### src/rtl/dmem_arbiter.sv
// rtl/dmem_arbiter.sv - round-robin DMEM arbiter between matrix cores and the external load/readout port
// Cores share the single-port memory one access per cycle; external access owns it after a one-cycle switch-over.
module dmem_arbiter #(
  parameter int NUM_CORES = 4,
  parameter int ADDR_W    = 16,
  parameter int DATA_W    = 16
) (
  input  logic                      clk,
  input  logic                      RESET,
  input  logic [1:0]                ext_mode,
  input  logic [ADDR_W-1:0]         ext_addr,
  input  logic [DATA_W-1:0]         ext_wdata,
  input  logic                      ext_we,
  output logic                      ext_ready,
  input  logic [NUM_CORES-1:0]      core_req,
  input  logic [NUM_CORES-1:0]      core_we,
  input  logic [NUM_CORES*ADDR_W-1:0] core_addr,
  input  logic [NUM_CORES*DATA_W-1:0] core_wdata,
  output logic [NUM_CORES-1:0]      core_gnt,
  output logic [NUM_CORES-1:0]      core_rvalid,
  output logic [DATA_W-1:0]         core_rdata,
  output logic [ADDR_W-1:0]         mem_addr,
  output logic [DATA_W-1:0]         mem_wdata,
  output logic                      mem_we,
  input  logic [DATA_W-1:0]         mem_rdata
);

  localparam int PTR_W = (NUM_CORES > 1) ? $clog2(NUM_CORES) : 1;

  localparam logic [1:0] S_CORE   = 2'd0;
  localparam logic [1:0] S_SWITCH = 2'd1;
  localparam logic [1:0] S_EXT    = 2'd2;

  logic [1:0]           state_q, state_d;
  logic [PTR_W-1:0]     rr_ptr_q, rr_ptr_d;
  logic [NUM_CORES-1:0] rvalid_q, rvalid_d;
  logic [ADDR_W-1:0]    addr_q;
  logic [DATA_W-1:0]    wdata_q;
  logic [NUM_CORES-1:0] gnt;
  logic [PTR_W-1:0]     sel;
  logic                 found;
  logic                 arb_en;

  assign arb_en = !RESET && (state_q == S_CORE) && (ext_mode == 2'd0);

  // Scan downward so the last hit, i.e. the first requester at or above rr_ptr, wins.
  always_comb begin
    sel   = '0;
    found = 1'b0;
    for (int i = NUM_CORES - 1; i >= 0; i--) begin
      if (core_req[(int'(rr_ptr_q) + i) % NUM_CORES]) begin
        sel   = PTR_W'((int'(rr_ptr_q) + i) % NUM_CORES);
        found = 1'b1;
      end
    end
  end

  always_comb begin
    gnt       = '0;
    rvalid_d  = '0;
    rr_ptr_d  = rr_ptr_q;
    mem_addr  = addr_q;
    mem_wdata = wdata_q;
    mem_we    = 1'b0;
    if (RESET) begin
      mem_addr  = '0;
      mem_wdata = '0;
    end else if (arb_en && found) begin
      gnt[sel]      = 1'b1;
      mem_addr      = core_addr[int'(sel)*ADDR_W +: ADDR_W];
      mem_wdata     = core_wdata[int'(sel)*DATA_W +: DATA_W];
      mem_we        = core_we[sel];
      rvalid_d[sel] = !core_we[sel];
      rr_ptr_d      = (sel == PTR_W'(NUM_CORES - 1)) ? '0 : sel + PTR_W'(1);
    end else if (state_q == S_EXT) begin
      mem_addr  = ext_addr;
      mem_wdata = ext_wdata;
      mem_we    = ext_we && (ext_mode == 2'd1);
    end
  end

  always_comb begin
    state_d = S_CORE;
    case (state_q)
      S_CORE:   state_d = (ext_mode != 2'd0) ? S_SWITCH : S_CORE;
      S_SWITCH: state_d = (ext_mode != 2'd0) ? S_EXT : S_CORE;
      S_EXT:    state_d = (ext_mode == 2'd0) ? S_SWITCH : S_EXT;
      default:  state_d = S_CORE;
    endcase
  end

  always_ff @(posedge clk) begin
    if (RESET) begin
      state_q  <= S_CORE;
      rr_ptr_q <= '0;
      rvalid_q <= '0;
      addr_q   <= '0;
      wdata_q  <= '0;
    end else begin
      state_q  <= state_d;
      rr_ptr_q <= rr_ptr_d;
      rvalid_q <= rvalid_d;
      addr_q   <= mem_addr;
      wdata_q  <= mem_wdata;
    end
  end

  // Outputs are forced to their reset values while RESET is held, dropping any owed rvalid.
  assign core_gnt    = gnt;
  assign core_rvalid = RESET ? '0 : rvalid_q;
  assign ext_ready   = !RESET && (state_q == S_EXT);
  assign core_rdata  = mem_rdata;

endmodule

### config.mk
export PLATFORM = sky130hd
export DESIGN_NAME = dmem_arbiter
export DESIGN_NICKNAME = d
export VERILOG_FILES = /design/src/rtl/dmem_arbiter.sv
export SDC_FILE = /design/constraint.sdc
export NUM_CORES = 1
export LEC_CHECK = 0
export CORE_UTILIZATION = 30
export CTS_CLUSTER_SIZE = 30
export DETAILED_ROUTE_END_ITERATION = 10
export PLACE_DENSITY = 0.75
export SLEW_MARGIN = 20
export SYNTH_ARGS = -nofsm -noshare
export SYNTH_HDL_FRONTEND = slang
export SYNTH_SLANG_ARGS = --single-unit
export TNS_END_PERCENT = 5
### constraint.sdc
create_clock -name clk -period 2 [get_ports clk]
set_input_delay 0.3 -clock clk [delete_from_list [all_inputs] [get_ports clk]]
set_output_delay 0.3 -clock clk [all_outputs]
set_load 0.01 [all_outputs]
[Word level (Yosys, flattened, before mapping)]
Index checks and enable logic that the tools add are counted.
Cells by class
  add/sub/neg operators: 4
  magnitude comparators: 6
  equal/unequal tests: 4
  shift operators: 2
  muxes and demuxes: 40
  bitwise logic cells: 5
  reductions and logical operators: 15
Operator list (count)
  $shiftx 64x7->16: 2
  $mux 16: 6
  $mux 1: 17
  $mux 2: 7
  $lt 3x4->1 const B: 3
  $mux 4: 3
  $bmux 1 s2: 5
  $reduce_or 2->1: 4
  $logic_and 1x1->1: 6
  $lt 2x3->1 const B: 2
  $pmux 2 s3: 1
  $add 2x1->2 const B: 2
  $add 2x2->2 const B: 2
  $and 4x4->4: 1
  $eq 2x1->1 const B: 2
  $eq 2x2->1 const B: 2
  $logic_not 2->1: 2
  $and 1x1->1 const A: 3
  $demux 1 s2: 1
  $ge 2x1->1 const B: 1
  $logic_not 1->1: 2
  $reduce_bool 2->1: 1
  $not 1->1: 1
Word-level totals
  register bits after elaboration: 40
  bits of input ports: 189
  output and inout port bits: 58
  logic and storage cells: 81

[Longest topological paths before layout]
Gate-level depths: netlist of the first run.
  depth in word-level cells: 16
  depth in mapped cells: 9
  mapped depth without buffers: 7

[Worst setup path before layout of the first run]
Ideal clock, no wire load.
  path type: reg2out
  from: register rr_ptr_q[1]
  to: output mem_wdata[0]
  arrival: 1756 ps
  required time: 1700 ps
  path slack: -56 ps
  cell stages (with the launch flop): 9
  path buffers: 1
  cells stage by stage: dfxtp_1 > mux2i_1 > nor2_1 > nor3_2 > inv_1 > nand2_2 > buf_2 > o22ai_1 > a211oi_1
Between the ends
  word-level cells in the longest chain between the ends: 11
Ends and longest elaborated chain
  start: declaration: line 35  | logic [PTR_W-1:0] rr_ptr_q, rr_ptr_d;
  start signal: assignment: line 101  | rr_ptr_q <= rr_ptr_d;
  $add 2x2->2: line 51, 52
  $bmux 1 s2: line 51  | if (core_req[(int'(rr_ptr_q) + i) % NUM_CORES]) begin
  $mux 1 (implied by the code) (2 in series): line 51
  $mux 2 or $mux 1 (tied branches) (4 in series): line 51
  $shiftx 64x7->16 or $logic_and 1x1->1 (tied branches): line 71, 68
  $mux 16 (*): line 68  | end else if (arb_en && found) begin
  $mux 16 (*): line 65  | if (RESET) begin
  end: declaration: line 23  | output logic [DATA_W-1:0] mem_wdata,
Every way passes the cells marked *; elsewhere a longest branch is shown, timed or not. The select of a mux whose other input is x is not followed.

[Final worst setup path of the first run]
  from: register rr_ptr_q[0]
  to: output mem_wdata[4]
The elaborated chain is that of the path after synthesis.

==> metrics.cfg, run 1 <==
[sta]
setup_slack_ps=-483
max-slew-margin-rel=0.609
hold_slack_ps=438
setup_tns_ps=-15650
timing.fmax_mhz=403
min_period_ps=2480
period_share=1.24
setup-violations-final=40
worst_pin_slew_ps=587
fin_skew_ps=6.94
finalHoldViolations=0
final_max_slew_viol_count=0
rsz0062_at_grt=yes

[placement]
globalplace.congestion=0.738
port_buffers=214
place_inst=703
hpwl_um=8970
post-place-ws_ps=-1150

[drt]
wire_per_inst_um=19.1
first_iter_violations=81
drc=0
viasPerCell=5.17
routed_wirelength_um=14000
num_vias=3790
antenna_left=0
dr.pass1.iters=4

[clock_tree]
clk_pin_slew_ps=80
cts_root_buf=clkbuf_8
cts_hold_buffers=0
clkLatencyLatePin_ps=290
cts_buffer_depth=2
cts_made_buffers=5
cts_tree=done
cts_max_level=2
cts.sinks=40

[global_route]
grt_use_total=0.234
grt_pass1_wl_um=20800
grt_start_max_net_pins=73
antenna_found_initial=0
globalRouteOverflowTotal=0
first_global_vias=4105

[synthesis]
syn_avg_cell_area_um2=10.1
yosysWarnings=0
yosysUniqueCellTypes=34
synth_ff_type=dfxtp_1
synthArstFlopShare=0
ys_seq_area_frac=0.238
syn_area_um2=3370
synthCells=334
synth_edf_count=0
synth_seq_cells=40
synth_nets=527

[power]
power_density_nw_per_um2=429
ir_drop_uv=282
p_leak_nw=2.83

[finish]
stdcell_count=733
fin_util=0.633
fill_cells=869
drive_above_1_share=0.467
mostFrequentLayoutCell=clkdlybuf4s50_1
antenna_cells=0
final_cell_mix=clkdlybuf4s50_1, buf_4, mux2_2, dfxtp_1, mux2i_1
syn2layout_area_growth_pct=105
finalNetCount=786

[worst_setup_path]
crit_path_cell_trace=inv_2 -> buf_6 -> a21oi_4 -> a2bb2oi_4 -> buf_8 -> buf_12 -> buf_12 -> mux2_4 -> o22ai_4 -> a211oi_2 -> buf_2
crit_type=reg2out
cpPeakStageDelay_ps=330
cp_common_cell=buf_12
required_ps=1700
cp.buffers_inverters=6
cp_slowest_cell=dfxtp_2
critPathArrivalTime_ps=2180
endpoint_kind=output port
worstSetupStartpointType=register
crit_path_max_fanout=8
critical-path-top-delay-family=buffers and inverters

[job]
cap_violations=0

[run_status]
status=finished, violations left
failed_checks=setup timing

[hold_path]
hold_path.class=in2reg

[floorplan]
die_x_um=108
dieArea_um2=11600
rows=38
chipHeight_um=108
core_um2=10900
initial_core_util=0.309
io_pins=247

-- cell type report --
cell class                 instances  area (um2)  area share
sequential                        40         806       0.117
inverter                           3        11.3     0.00163
multi-input combinational        242        2850       0.413
tap                              140         175      0.0254
timing repair buffer             301        2970       0.431
clock inverter                     1        5.00    0.000726
clock buffer                       6        72.6      0.0105
-- through the flow --
step / power (mW) / instance area (um2)
after CTS: 2.94 / 6800
after detailed placement: 2.20 / 5970
after global placement: 2.17 / 5970
after floorplan: 1.53 / 3370
final: 2.95 / 6890
after global routing: 3.09 / 6890
-- power breakdown --
group	switching, mW	leakage [nW]	total [mW]	internal [mW]
Clock	0.285	0.0410	0.523	0.238
Combinational	0.628	2.47	1.54	0.916
Sequential	0.0203	0.328	0.886	0.866
-- cells in the mapped netlist (2+ instances only) --
cell type / instances / area share
mux2_2: 49 / 0.16
dfxtp_1: 40 / 0.24
a211oi_1: 35 / 0.078
mux2i_1: 35 / 0.10
o22ai_1: 32 / 0.059
a211oi_2: 29 / 0.11
buf_2: 17 / 0.025
buf_4: 16 / 0.036
mux2_1: 16 / 0.054
and2_1: 8 / 0.015
buf_6: 7 / 0.023
clkbuf_1: 7 / 0.0078
nand2_1: 6 / 0.0067
a21oi_1: 5 / 0.0074
ha_1: 4 / 0.015
nor2_1: 4 / 0.0045
nor2b_1: 4 / 0.0074
inv_1: 3 / 0.0033
buf_1: 2 / 0.0022
-- registers in the layout, summed over array words and instances, names as in the netlist --
name and cells:
addr_q 16, wdata_q 16, rvalid_q 4, rr_ptr_q 2, state_q 2
-- worst reg2reg max path: stages (launching register included) --
cell and delay, ps:
dfxtp_2 330, inv_2 80, buf_6 110, a21oi_4 50
a2bb2oi_4 190, buf_8 170, buf_12 150, buf_6 120
mux2_4 300, o22ai_4 150, buf_4 130, buf_4 90
buf_6 80, a211oi_1 40
-- cell families after synthesis --
kind of cell	Yosys count	share of synthesized area
mux	100	0.322
buf+inv	52	0.0978
fa+ha+maj	4	0.0149
flops	40	0.238
xor+xnor	2	0.00521
compound gates	103	0.259
simple gates	33	0.0639
-- path summary, 6_finish.rpt --
kind,depth (start not counted),from,slack (ps),to
worst max-delay path,11,rr_ptr_q[0],-480,mem_wdata[4]
worst min-delay path,4,RESET,440,state_q[0]
worst max register to register,13,rr_ptr_q[0],-110,addr_q[15]
worst min register to register,3,rr_ptr_q[0],600,rr_ptr_q[0]
-- layer usage --
| metal | global-route usage | vias to the layer above | part of all wire |
|---|---|---|---|
| li1 | - | 1794 | - |
| met1 | 0.242 | 1806 | 0.38 |
| met2 | 0.455 | 170 | 0.53 |
| met3 | 0.0581 | 20 | 0.070 |
| met4 | 0.0753 | 0 | 0.018 |
| met5 | 0 | - | 0 |
-- what timing repair did --
item / in CTS / in global routing
gates resized for setup: 275 / 24
pin swaps: 20 / 9
setup endpoints to repair: 78 / 60
buffers inserted: 13 / 1
gates cloned: 9 / 0
(Power assumes the default switching activity.)
==> run 2, diff against run 1 <==
GPL_TIMING_DRIVEN = 0   (was unset)
PLACE_DENSITY = 0.73   (was 0.75)
==> metrics.cfg, run 2 (same netlist as run 1, synthesis figures left out) <==
[floorplan]
initial_core_util=0.309  ; unchanged
die_x_um=108  ; unchanged
dieArea_um2=11600  ; unchanged
io_pins=247  ; unchanged
core_um2=10900  ; unchanged
rows=38  ; unchanged
chipHeight_um=108  ; unchanged

[global_route]
grt_use_total=0.234  ; about the same
grt_start_max_net_pins=13  ; was 73
antenna_found_initial=0  ; unchanged
first_global_vias=4001  ; was 4,105
globalRouteOverflowTotal=0  ; unchanged
grt_pass1_wl_um=20900  ; was 20,800 um

[finish]
final_cell_mix=clkdlybuf4s50_1, mux2_2, buf_4  ; was clkdlybuf4s50_1, buf_4, mux2_2, dfxtp_1, mux2i_1
syn2layout_area_growth_pct=100  ; was 105%
final_area_um2=6740  ; was 6890 um2
fill_cells=922  ; was 869
multi_input_area_um2=2740  ; was 2850 um2
largestRegisters=addr_q (16), wdata_q (16), rvalid_q (4)  ; unchanged
finalNetCount=791  ; was 786
antenna_cells=0  ; unchanged
mostFrequentLayoutCell=clkdlybuf4s50_1  ; unchanged
regArea_um2=811  ; was 806 um2
drive_above_1_share=0.452  ; was 0.467

[clock_tree]
cts_root_buf=clkbuf_8  ; unchanged
cts_tree=done  ; unchanged
cts_max_level=2  ; unchanged
cts_made_buffers=5  ; unchanged
clkLatencyLatePin_ps=290  ; about the same
cts.sinks=40  ; unchanged
clk_pin_slew_ps=80  ; about the same
cts_buffer_depth=2  ; unchanged
cts_hold_buffers=0  ; unchanged

[drt]
first_iter_violations=89  ; was 81
wire_per_inst_um=19.4  ; was 19.1 um
routed_wirelength_um=14300  ; was 14,000 um
antenna_left=0  ; unchanged
drc=0  ; unchanged
viasPerCell=5.17  ; about the same
dr.pass1.iters=4  ; unchanged
num_vias=3819  ; was 3,790

[sta]
setup-violations-final=42  ; was 40
worst_pin_slew_ps=840  ; was 587 ps
max-slew-margin-rel=0.440  ; was 0.609
min_period_ps=2490  ; was 2480 ps
final_max_slew_viol_count=0  ; unchanged
rsz0062_at_grt=yes  ; unchanged
timing.fmax_mhz=401  ; was 403 MHz
setup_slack_ps=-492  ; was -483 ps
finalHoldViolations=0  ; unchanged
fin_skew_ps=4.24  ; was 6.94 ps
period_share=1.25  ; was 1.24

[worst_setup_path]
cp.buffers_inverters=5  ; was 6
crit_path_cell_trace=inv_2 -> a21oi_2 -> a2bb2oi_2 -> buf_6 -> buf_12 -> clkbuf_16 -> mux2_4 -> o22ai_2 -> a211oi_2 -> buf_2  ; was inv_2 -> buf_6 -> a21oi_4 -> a2bb2oi_4 -> buf_8 -> buf_12 -> buf_12 -> mux2_4 -> o22ai_4 -> a211oi_2 -> buf_2
crit_type=reg2out  ; unchanged
crit_path_max_fanout=7  ; was 8
endpoint_kind=output port  ; unchanged
critical-path-top-delay-family=buffers and inverters  ; unchanged
critPathArrivalTime_ps=2190  ; was 2180 ps
cp_slowest_cell=dfxtp_2  ; unchanged
cpPeakStageDelay_ps=360  ; was 330 ps
required_ps=1700  ; about the same
worstSetupStartpointType=register  ; unchanged

[placement]
port_buffers=229  ; was 214
hpwl_um=10300  ; was 8970 um
globalplace.congestion=0.812  ; was 0.738
dpl_cell_area_um2=5840  ; was 5970 um2

[power]
ir_drop_uv=269  ; was 282 uV
power_density_nw_per_um2=454  ; was 429 nW/um2
power_mw=3.06  ; was 2.95 mW
p_leak_nw=2.75  ; was 2.83 nW

[job]
cap_violations=0  ; unchanged

[run_status]
status=finished, violations left  ; unchanged
failed_checks=setup timing  ; unchanged

[hold_path]
hold_path.class=reg2reg  ; was in2reg

## run 2: worst paths after layout
| check | start | end | slack, ps | cells past startpoint |
|---|---|---|---|---|
| setup / recovery | rr_ptr_q[0] | mem_addr[4] | -490 | 10 |
| hold / removal | rr_ptr_q[1] | rr_ptr_q[1] | 530 | 2 |
| setup reg to reg | rr_ptr_q[0] | addr_q[13] | -170 | 13 |
| hold reg to reg | rr_ptr_q[1] | rr_ptr_q[1] | 530 | 2 |
## run 2: layout make-up
type / count / area share
well taps: 140 / 0.0260
clock inverters: 2 / 0.00520
repair buffers: 259 / 0.361
plain buffers: 47 / 0.0683
inverters: 3 / 0.00167
clock buffers: 6 / 0.0108
multi-input cells: 242 / 0.406
flip-flops and latches: 40 / 0.120
## run 2: tightest hold or removal path, cell delays in order (launching register included)
cell and delay, ps:
dfxtp_4 370, nand2_1 60, a21oi_1 60
## run 2: metal layers
layer  wire, um  up-vias  GRT usage
met2       7390      179      0.440
met4        184        0     0.0597
met5          0        -          0
met1       5650     1824      0.264
met3       1110       14     0.0521
li1           -     1802          -
## run 2: power breakdown
group          switching (mW)  leakage [nW]  internal (mW)
Combinational           0.604          2.37          0.886
Sequential             0.0269         0.329          0.867
Clock                   0.302        0.0552          0.371
Total                   0.933          2.75           2.12
## run 2: metrics by stage
step	TNS [ps]	std cells	setup WS [ps]	util	hold WS (ps)
after global routing	-21530	739	-616	0.619	551
after detailed placement	-65990	703	-1310	0.536	483
final	-16100	739	-492	0.619	528
after floorplan	-996	334	-33.2	-	450
after CTS	-15970	733	-485	0.600	512
after global placement	-62020	703	-1280	0.536	476
## run 2: timing repair
| action | in CTS | in global routing |
|---|---|---|
| setup buffers | 22 | 5 |
| endpoints found under the setup margin | 74 | 47 |
| gates resized for setup | 282 | 29 |
| pin swaps | 28 | 20 |
| cloned | 2 | 1 |
==> run 3, diff against run 2 <==
CORE_MARGIN = 4   (was unset)
==> metrics.cfg, run 3 (same netlist as run 1, synthesis figures left out) <==
[run_status]
status=finished, violations left  ; unchanged
failed_checks=setup timing  ; unchanged

[global_route]
antenna_found_initial=0  ; unchanged
first_global_vias=4293  ; was 4,001
grt_use_total=0.216  ; was 0.234
grt_start_max_net_pins=14  ; was 13
grt_pass1_wl_um=22400  ; was 20,900 um
globalRouteOverflowTotal=0  ; unchanged

[drt]
first_iter_violations=94  ; was 89
num_vias=3814  ; was 3,819
viasPerCell=5.14  ; was 5.17
drc=0  ; unchanged
antenna_left=0  ; unchanged
wire_per_inst_um=20.5  ; was 19.4 um
dr.pass1.iters=4  ; unchanged
routed_wirelength_um=15200  ; was 14,300 um

[worst_setup_path]
critPathArrivalTime_ps=2220  ; was 2190 ps
cp_slowest_cell=mux2_2  ; was dfxtp_2
crit_type=in2out  ; was reg2out
required_ps=1700  ; about the same
crit_path_max_fanout=10  ; was 7
worstSetupStartpointType=input port  ; was register
crit_path_cell_trace=dlygate4sd2_1 -> nand3b_1 -> a2bb2oi_4 -> buf_4 -> buf_12 -> mux2_2 -> o22ai_2 -> a211oi_2 -> buf_2  ; was inv_2 -> a21oi_2 -> a2bb2oi_2 -> buf_6 -> buf_12 -> clkbuf_16 -> mux2_4 -> o22ai_2 -> a211oi_2 -> buf_2
endpoint_kind=output port  ; unchanged
reg2reg_setup_slack_ps=-50  ; was -170 ps
critical-path-top-delay-family=buffers and inverters  ; unchanged
cpPeakStageDelay_ps=350  ; was 360 ps
cp.buffers_inverters=4  ; was 5

[job]
cap_violations=0  ; unchanged

[finish]
drive_above_1_share=0.439  ; was 0.452
mostFrequentLayoutCell=clkdlybuf4s50_1  ; unchanged
fin_util=0.628  ; was 0.619
antenna_cells=0  ; unchanged
fill_cells=909  ; was 922
largestRegisters=addr_q (16), wdata_q (16), rvalid_q (4)  ; unchanged
finalNetCount=794  ; was 791
final_cell_mix=clkdlybuf4s50_1, buf_4, buf_2  ; was clkdlybuf4s50_1, mux2_2, buf_4
syn2layout_area_growth_pct=103  ; was 100%

[floorplan]
core_um2=10900  ; unchanged
chipHeight_um=114  ; was 108 um
rows=38  ; unchanged
dieArea_um2=13000  ; was 11,600 um2
die_x_um=114  ; was 108 um
io_pins=247  ; unchanged
initial_core_util=0.309  ; unchanged

[sta]
setup-violations-final=38  ; was 42
worst_pin_slew_ps=856  ; was 840 ps
finalHoldViolations=0  ; unchanged
final_max_slew_viol_count=0  ; unchanged
setup_slack_ps=-519  ; was -492 ps
max-slew-margin-rel=0.429  ; was 0.440
fin_skew_ps=10.3  ; was 4.24 ps
min_period_ps=2520  ; was 2490 ps
rsz0062_at_grt=yes  ; unchanged
period_share=1.26  ; was 1.25
timing.fmax_mhz=397  ; was 401 MHz
setup_tns_ps=-17450  ; was -16,100 ps

[placement]
globalplace.congestion=0.793  ; was 0.812
hpwl_um=11100  ; was 10,300 um
port_buffers=229  ; unchanged
post-place-ws_ps=-1310  ; about the same

[power]
power_density_nw_per_um2=437  ; was 454 nW/um2
p_leak_nw=2.79  ; was 2.75 nW
ir_drop_uv=290  ; was 269 uV

[clock_tree]
cts_tree=done  ; unchanged
clkLatencyLatePin_ps=290  ; about the same
cts_root_buf=clkbuf_8  ; unchanged
cts_made_buffers=5  ; unchanged
cts_max_level=2  ; unchanged
clk_pin_slew_ps=90  ; was 80 ps
cts.sinks=40  ; unchanged
cts_buffer_depth=2  ; unchanged

[hold_path]
hold_path.class=in2reg  ; was reg2reg

[run 3: cell types whose count changed in the layout (fill, tap and decap cells not counted), moves of 4 or more]
cell / delta
mux2_1: +7
o22ai_2: -8
buf_8: +4
mux2_2: -16
mux2_4: +9
buf_6: -4
o22ai_4: +8
buf_4: +4
[run 3: final timing paths]
| path | from | end | depth (start not counted) |
|---|---|---|---|
| worst max-delay path | core_req[1] | mem_addr[12] | 9 |
| worst min-delay path | RESET | state_q[0] | 3 |
| worst max register to register | rr_ptr_q[0] | wdata_q[14] | 10 |
| worst min register to register | state_q[0] | state_q[1] | 3 |
[run 3: metrics by stage]
stage,hold slack [ps],total power [mW],area (um2),std cells
2_1_floorplan,450,1.53,3370,334
3_3_place_gp,472,2.14,5840,703
3_5_place_dp,472,2.17,5840,703
4_1_cts,530,2.87,6410,727
5_1_grt,547,3.15,6840,742
6_report,512,2.99,6840,742
[run 3: tightest hold or removal path: cells and delay by family]
kind / cells / cell delay (ps)
simple gates: 2 / 240
buf+inv: 1 / 230
[run 3: timing repair]
item	in CTS	in global routing
cloned	1	2
endpoints found under the setup margin	74	50
pin swaps	28	29
hold buffers	0	0
resized for setup	272	60
setup buffers	16	13
[run 3: cell type report]
cell class | count | area, um2 | share of cell area
Sequential cell | 40 | 807 | 0.118
Clock buffer | 5 | 68.8 | 0.0101
Multi-Input combinational cell | 242 | 2840 | 0.415
Buffer | 48 | 484 | 0.0708
Clock inverter | 3 | 18.8 | 0.00275
Timing Repair Buffer | 261 | 2430 | 0.356
Inverter | 3 | 11.3 | 0.00165
Tap cell | 140 | 175 | 0.0256
[run 3: power breakdown]
part	total, mW	switching [mW]	internal [mW]	leakage, nW
logic	1.54	0.632	0.905	2.41
registers	0.892	0.0256	0.867	0.328
clock network	0.556	0.312	0.244	0.0479
[run 3: routing by layer]
metal / part of all wire / GRT usage
met5: 0 / 0
met4: 0.014 / 0.0388
met3: 0.083 / 0.0589
met2: 0.52 / 0.400
met1: 0.39 / 0.250
